**src/rtl/sparc_exu_ecl_div_seq.sv**
```systemverilog
`default_nettype none
//==============================================================================
// Module   : sparc_exu_ecl_div_seq
// Purpose  : Divide-iteration sequencer. Owns the reset of the external 6-bit
//            iteration counter, steps the divider datapath one iteration per
//            cycle, runs an optional sign-fixup cycle and holds the result
//            valid until writeback accepts it.
// Ports    : clk, reset (async, active-high)
//            div_start/div_tid/div_signed/div_kill : issue side
//            cntr                                  : count from the counter
//            wb_ack                                : writeback handshake
//            cnt_reset, div_rdy, iter_en, fix_en,
//            done_vld, done_tid                    : decoded from state only
// Option   : DIV_SEQ_PERF_CNT_EN adds div_perf_cnt[15:0], a saturating count
//            of completed (acknowledged) divides.
// Revision : 1.0  initial release
//==============================================================================
module sparc_exu_ecl_div_seq #(
    parameter int CNT_W     = 6,
    parameter int ITER_LAST = 63
) (
    input  logic             clk,
    input  logic             reset,
    input  logic             div_start,
    input  logic [1:0]       div_tid,
    input  logic             div_signed,
    input  logic             div_kill,
    input  logic [CNT_W-1:0] cntr,
    input  logic             wb_ack,
    output logic             cnt_reset,
    output logic             div_rdy,
    output logic             iter_en,
    output logic             fix_en,
    output logic             done_vld,
    output logic [1:0]       done_tid
`ifdef DIV_SEQ_PERF_CNT_EN
    ,
    output logic [15:0]      div_perf_cnt
`endif
);

    localparam logic [CNT_W-1:0] c_iter_last = CNT_W'(ITER_LAST);
    localparam logic [CNT_W-1:0] c_cnt_zero  = '0;

    typedef enum logic [2:0] {
        ST_IDLE = 3'd0,
        ST_INIT = 3'd1,
        ST_RUN  = 3'd2,
        ST_FIX  = 3'd3,
        ST_DONE = 3'd4
    } state_t;

    state_t     r_state;
    state_t     w_state_nxt;
    logic [1:0] r_tid;
    logic       r_signed;
    // High from the second RUN cycle on; a zero count is then a missed wrap.
    logic       r_run_seen;
    logic       w_accept;

    assign w_accept = (r_state == ST_IDLE) && div_start && !div_kill;

    // State register
    always_ff @(posedge clk or posedge reset) begin
        if (reset) begin
            r_state <= ST_IDLE;
        end else begin
            r_state <= w_state_nxt;
        end
    end

    // Next-state logic
    always_comb begin
        w_state_nxt = r_state;
        case (r_state)
            ST_IDLE: begin
                if (w_accept) w_state_nxt = ST_INIT;
            end
            ST_INIT: begin
                w_state_nxt = div_kill ? ST_IDLE : ST_RUN;
            end
            ST_RUN: begin
                if (div_kill) begin
                    w_state_nxt = ST_IDLE;
                end else if (cntr == c_iter_last) begin
                    w_state_nxt = r_signed ? ST_FIX : ST_DONE;
                end else if (r_run_seen && (cntr == c_cnt_zero)) begin
                    // Defensive exit: terminal count was skipped.
                    w_state_nxt = ST_DONE;
                end
            end
            ST_FIX: begin
                w_state_nxt = div_kill ? ST_IDLE : ST_DONE;
            end
            ST_DONE: begin
                // Kill is ignored here: the result already belongs to writeback.
                if (wb_ack) w_state_nxt = ST_IDLE;
            end
            default: w_state_nxt = ST_IDLE;
        endcase
    end

    // Latched request attributes and run tracking
    always_ff @(posedge clk or posedge reset) begin
        if (reset) begin
            r_tid      <= 2'b00;
            r_signed   <= 1'b0;
            r_run_seen <= 1'b0;
        end else begin
            if (w_accept) begin
                r_tid    <= div_tid;
                r_signed <= div_signed;
            end
            r_run_seen <= (r_state == ST_RUN);
        end
    end

    // Outputs are pure decodes of the registered state.
    assign cnt_reset = (r_state != ST_RUN);
    assign div_rdy   = (r_state == ST_IDLE);
    assign iter_en   = (r_state == ST_RUN);
    assign fix_en    = (r_state == ST_FIX);
    assign done_vld  = (r_state == ST_DONE);
    assign done_tid  = (r_state == ST_DONE) ? r_tid : 2'b00;

`ifdef DIV_SEQ_PERF_CNT_EN
    logic [15:0] r_perf_cnt;

    always_ff @(posedge clk or posedge reset) begin
        if (reset) begin
            r_perf_cnt <= 16'h0000;
        end else if ((r_state == ST_DONE) && wb_ack && (r_perf_cnt != 16'hFFFF)) begin
            r_perf_cnt <= r_perf_cnt + 16'h0001;
        end
    end

    assign div_perf_cnt = r_perf_cnt;
`endif

endmodule
`default_nettype wire
```
**config.mk**
```make
export PLATFORM = sky130hd
export DESIGN_NAME = sparc_exu_ecl_div_seq
export DESIGN_NICKNAME = d
export VERILOG_FILES = /design/src/rtl/sparc_exu_ecl_div_seq.sv
export SDC_FILE = /design/constraint.sdc
export NUM_CORES = 1
export LEC_CHECK = 0
export ABC_AREA = 1
export CAP_MARGIN = 10
export CORE_AREA = 5 5 42 44
export DETAILED_ROUTE_END_ITERATION = 8
export DIE_AREA = 0 0 47 49
export GPL_TIMING_DRIVEN = 0
export MAX_ROUTING_LAYER = met4
export PLACE_DENSITY = 0.67
export SKIP_LAST_GASP = 1
export SLEW_MARGIN = 15
export SYNTH_ARGS = -nofsm -noshare
export SYNTH_HDL_FRONTEND = slang
export SYNTH_SLANG_ARGS = --single-unit
```
**constraint.sdc**
```tcl
create_clock -name clk -period 2.8 [get_ports clk]
set_clock_uncertainty 0.1 [all_clocks]
set_input_delay 0.42 -clock clk [delete_from_list [all_inputs] [get_ports clk]]
set_output_delay 0.42 -clock clk [all_outputs]
set_load 0.01 [all_outputs]
```
### Yosys cells after proc, flatten, opt, wreduce, memory -nomap -nowiden

Index checks and enable logic that the tools add are counted.

* add/sub/neg operators: 0
* multipliers: 0
* div/mod/pow operators: 0
* magnitude comparators: 0
* equality and inequality tests: 9
* shifts and indexed selects: 0
* multiplexer cells: 10
* bitwise gates (word level): 0
* reductions and logical operators: 7

Operator list (count)
* 2-to-1 mux 3 bit: 7
* case mux 3 bit (5 select lines): 1
* equality test 3 x 2 -> 1 bit, second input constant: 2
* equality test 6 bit, second input constant: 1
* zero test 6 bit: 1
* 2-to-1 mux 2 bit: 2
* inequality test 4 x 2 -> 1 bit, second input constant: 1
* equality test 3 x 1 -> 1 bit, second input constant: 1
* equality test 3 bit, second input constant: 1
* logical AND 1 bit: 3
* zero test 3 bit: 1
* inequality test 3 x 2 -> 1 bit, second input constant: 1
* AND reduction 3 bit: 1
* inequality test 2 x 1 -> 1 bit, second input constant: 1
* inequality test 2 bit, second input constant: 1
* zero test 1 bit: 1

* register bits: 7
* latch bits: 0
* bits in writable memories: 0
* ROM bits: 0
* input bits: 14
* logic and storage cells: 30
* memories kept: 0

### Longest topological paths before layout

Gate-level depths: netlist of run 1.

* depth in word-level cells: 6
* depth in mapped cells: 8
* mapped depth without buffers: 8

### Worst setup path before layout of run 1

Ideal clock, no wire load.

* path kind: reg2out
* from: register r_state[0]
* to: output done_tid[0]
* arrival time: 991 ps
* required time: 2280 ps
* slack: 1289 ps
* stages on the path, launching flop included: 4
* path buffers: 0
* cell sequence: dfrtp_1 nor3_2 inv_1 nor2_1

* longest elaborated chain between the ends: 2

RTL lines
* start: declaration: RTL line 53 `state_t r_state;`
* start signal: assignment: RTL line 68 `r_state <= w_state_nxt;`
* equality test 3 bit
* net done_vld: RTL line 34 `output logic done_vld,`
* 2-to-1 mux 2 bit: RTL line 124 `assign done_tid = (r_state == ST_DONE) ? r_tid : 2'b00;`
* end: declaration: RTL line 35 `output logic [1:0] done_tid`

The timed path passes the listed nets, and every way through them passes these cells.

### Worst setup path after layout of run 1

* from: register r_state[1]
* to: output done_tid[1]

* longest elaborated chain between the ends: 2

RTL lines (RTL line)
* equality test 3 bit: 124
* 2-to-1 mux 2 bit: 124

No other way between the ends.

==> results.json, run 1 <==
{
  "core_area_um2": 1400,
  "drcViolationCount": 0,
  "placed_cell_area_um2": 664,
  "gr-total-overflow": 0,
  "slew_viol_final": 0,
  "synth-edff-count": 0,
  "synth.area.top_cells": "dfrtp_1 39%, nand2_1 14%, nor2_1 14%",
  "crit_arrival_ns": 1.70,
  "post_drt_wl_per_cell_um": 9.61,
  "end_kind": "primary output",
  "cts_root_buffer": "clkbuf_4",
  "path_max_fanout": 4,
  "yosys-top-cells-count": "17 x nand2_1, 16 x nor2_1, 12 x inv_1",
  "numClockSinks": 7,
  "routabilityCongestion": 0.837,
  "area_growth_pct": 55.8,
  "setup_tns_ns": 0,
  "cts_max_path_buffers": 2,
  "synthFlopType": "dfrtp_1",
  "rows": 14,
  "ys_seq_elements": 7,
  "die_w_um": 47,
  "wl_um": 1030,
  "port-buffer-count": 20,
  "hold_viol": 0,
  "avgSynthCellArea_um2": 6.63,
  "clk_latency_ns": 0.25,
  "yosysWarnings": 0,
  "ys_seq_area_share_pct": 39.4,
  "grt_pass1_wl_um": 1790,
  "drive_above_1_share_pct": 13.2,
  "maxCapViolCount": 0,
  "final_nets": 106,
  "synth_area_um2": 444,
  "cts_made_buffers": 3,
  "antenna_found_initial": 0,
  "grt_pass1_vias": 469,
  "synth.largest_area_cell": "dfrtp_1",
  "first_iter_violations": 10,
  "clkTransAtPathRegs_ns": 0.05,
  "crit_type": "register to primary output",
  "reg2regPathDepth": 7,
  "timing.final.crit_share_pct": 79.3,
  "cts_resized": 0,
  "ctsHtreeMaxLevel": 1,
  "cts_setup_buffers": 0,
  "synth_nets": 81,
  "fmax_mhz": 450,
  "period_minus_slack_ns": 2.22,
  "fillers": 142,
  "hold_buffers": 0,
  "yosysTopAreaCellShare_pct": 39.4,
  "worst_pin_slew_ns": 0.266,
  "drtAntennaViolNets": 0,
  "setup_violations": 0,
  "required_ns": 2.28,
  "ir_worst_vdd_uv": 384,
  "dieArea_um2": 2300,
  "seq_area_um2": 175,
  "grt_use_total_pct": 11.4,
  "hold_class": "input port to async pin",
  "status": "finished clean",
  "slew_headroom_pct": 82.2,
  "netlist_instances": 67,
  "die_h_um": 49,
  "dpl.hpwl_um": 869,
  "ys_types": 14,
  "setup.worst_path.start_class": "register",
  "synth_most_common_cell": "nand2_1",
  "drtPass1Iterations": 4,
  "viasPerCell": 4.33,
  "rsz0062_at_grt": "no",
  "initial_utilization_pct": 31.7,
  "fin_util_pct": 49.4,
  "antenna_cells": 0,
  "route.vias.total": 463,
  "multi_input_area_um2": 220,
  "async_reset_ff_share_pct": 100,
  "cts_tree": "done",
  "grt_max_degree": 8,
  "leakage_nw": 0.346,
  "fin_area_um2": 692,
  "p_per_area_nw_per_um2": 800,
  "ios": 21
}
-- logic make-up (layout without fill, tap and decap cells) --
logic type	count (synthesis)	in the layout	synth area share, %
AOI/OAI and AO/OA	3	3	4.23
buffers and inverters	13	37	11.0
and+or+nand+nor	44	44	45.4
DFF	7	7	39.4
-- cell type report --
cell class	count	share of cell area, %
multi-input cells	47	31.8
repair buffers	20	28.9
flip-flops and latches	7	25.3
inverters	13	7.05
clock buffers	3	3.25
well taps	16	2.89
clock inverters	1	0.723
-- sequential cells by signal (all words and copies together), names as in the netlist --
register and cells:
r_run_seen 1, r_signed 1, r_state 3, r_tid 2
-- worst max-delay path: stages (launching register included) --
cell             delay [ns]
dfrtp_1                0.43
nor3_2                 0.27
inv_1                  0.10
nor2_1                 0.10
clkdlybuf4s50_1        0.54
-- placed cells by master, fill, tap and decap left out, drive strengths merged, types with 2 or more instances in the layout --
master / count
nand3: 3
nand2: 19
clkbuf: 3
clkdlybuf4s50: 20
a21oi: 2
dfrtp: 7
nor2: 18
inv: 13
-- per-layer routing --
layer  up-vias  track usage [%]  wire [um]  part of all wire (%)
met5         -                -          0                     0
met3         4             3.69        121                    12
met1       191             13.3        398                    39
met4         0             8.29         29                   2.8
met2        21             15.6        478                    46
li1        247                -          -                     -
-- report_power, final --
| group | leakage [nW] | internal (mW) | switching, mW |
|---|---|---|---|
| registers | 0.0871 | 0.145 | 0.0302 |
| clock network | 0.0177 | 0.0521 | 0.0377 |
| logic | 0.241 | 0.145 | 0.144 |
-- metrics by stage --
stage	std cells	setup slack (ns)	power [mW]	hold WS (ns)
final	107	0.580	0.554	0.292
after global routing	107	0.467	0.607	0.321
after CTS	107	0.533	0.565	0.293
after detailed placement	103	0.837	0.469	0.365
after global placement	103	0.844	0.467	0.369
after floorplan	67	1.29	0.350	0.123
-- worst paths after layout --
| path | slack (ns) | endpoint | startpoint |
|---|---|---|---|
| max | 0.58 | done_tid[1] | r_state[1]$_DFFE_PP0P_ |
| min | 0.29 | r_tid[0]$_DFFE_PP0P_ | reset |
| max reg2reg | 1.50 | r_state[0]$_DFFE_PP0P_ | r_state[2]$_DFFE_PP0P_ |
| min reg2reg | 0.38 | r_signed$_DFFE_PP0P_ | r_signed$_DFFE_PP0P_ |
| max in group asynchronous | 2.10 | r_state[2]$_DFFE_PP0P_ | reset |
| min in group clk | 0.38 | r_signed$_DFFE_PP0P_ | r_signed$_DFFE_PP0P_ |
Note: power is estimated with default switching activity, not from simulation.
==> inputs of run 2 (changes only) <==
==> constraint.sdc (replaced) <==
create_clock -name clk -period 2.3 [get_ports clk]
set_clock_uncertainty 0.1 [all_clocks]
set_input_delay 0.345 -clock clk [delete_from_list [all_inputs] [get_ports clk]]
set_output_delay 0.345 -clock clk [all_outputs]
set_load 0.01 [all_outputs]
==> results of run 2 <==
The final DEF is identical to that of run 1. Status: finished clean.
Main changes from that run: setup slack after placement 0.837 ns -> 0.412 ns; setup slack after layout 0.580 ns -> 0.155 ns; hold slack 0.292 ns -> 0.217 ns; register-to-register setup slack 1.50 ns -> 1.00 ns; total power 0.554 mW -> 0.674 mW; worst IR drop on VDD 384 uV -> 468 uV
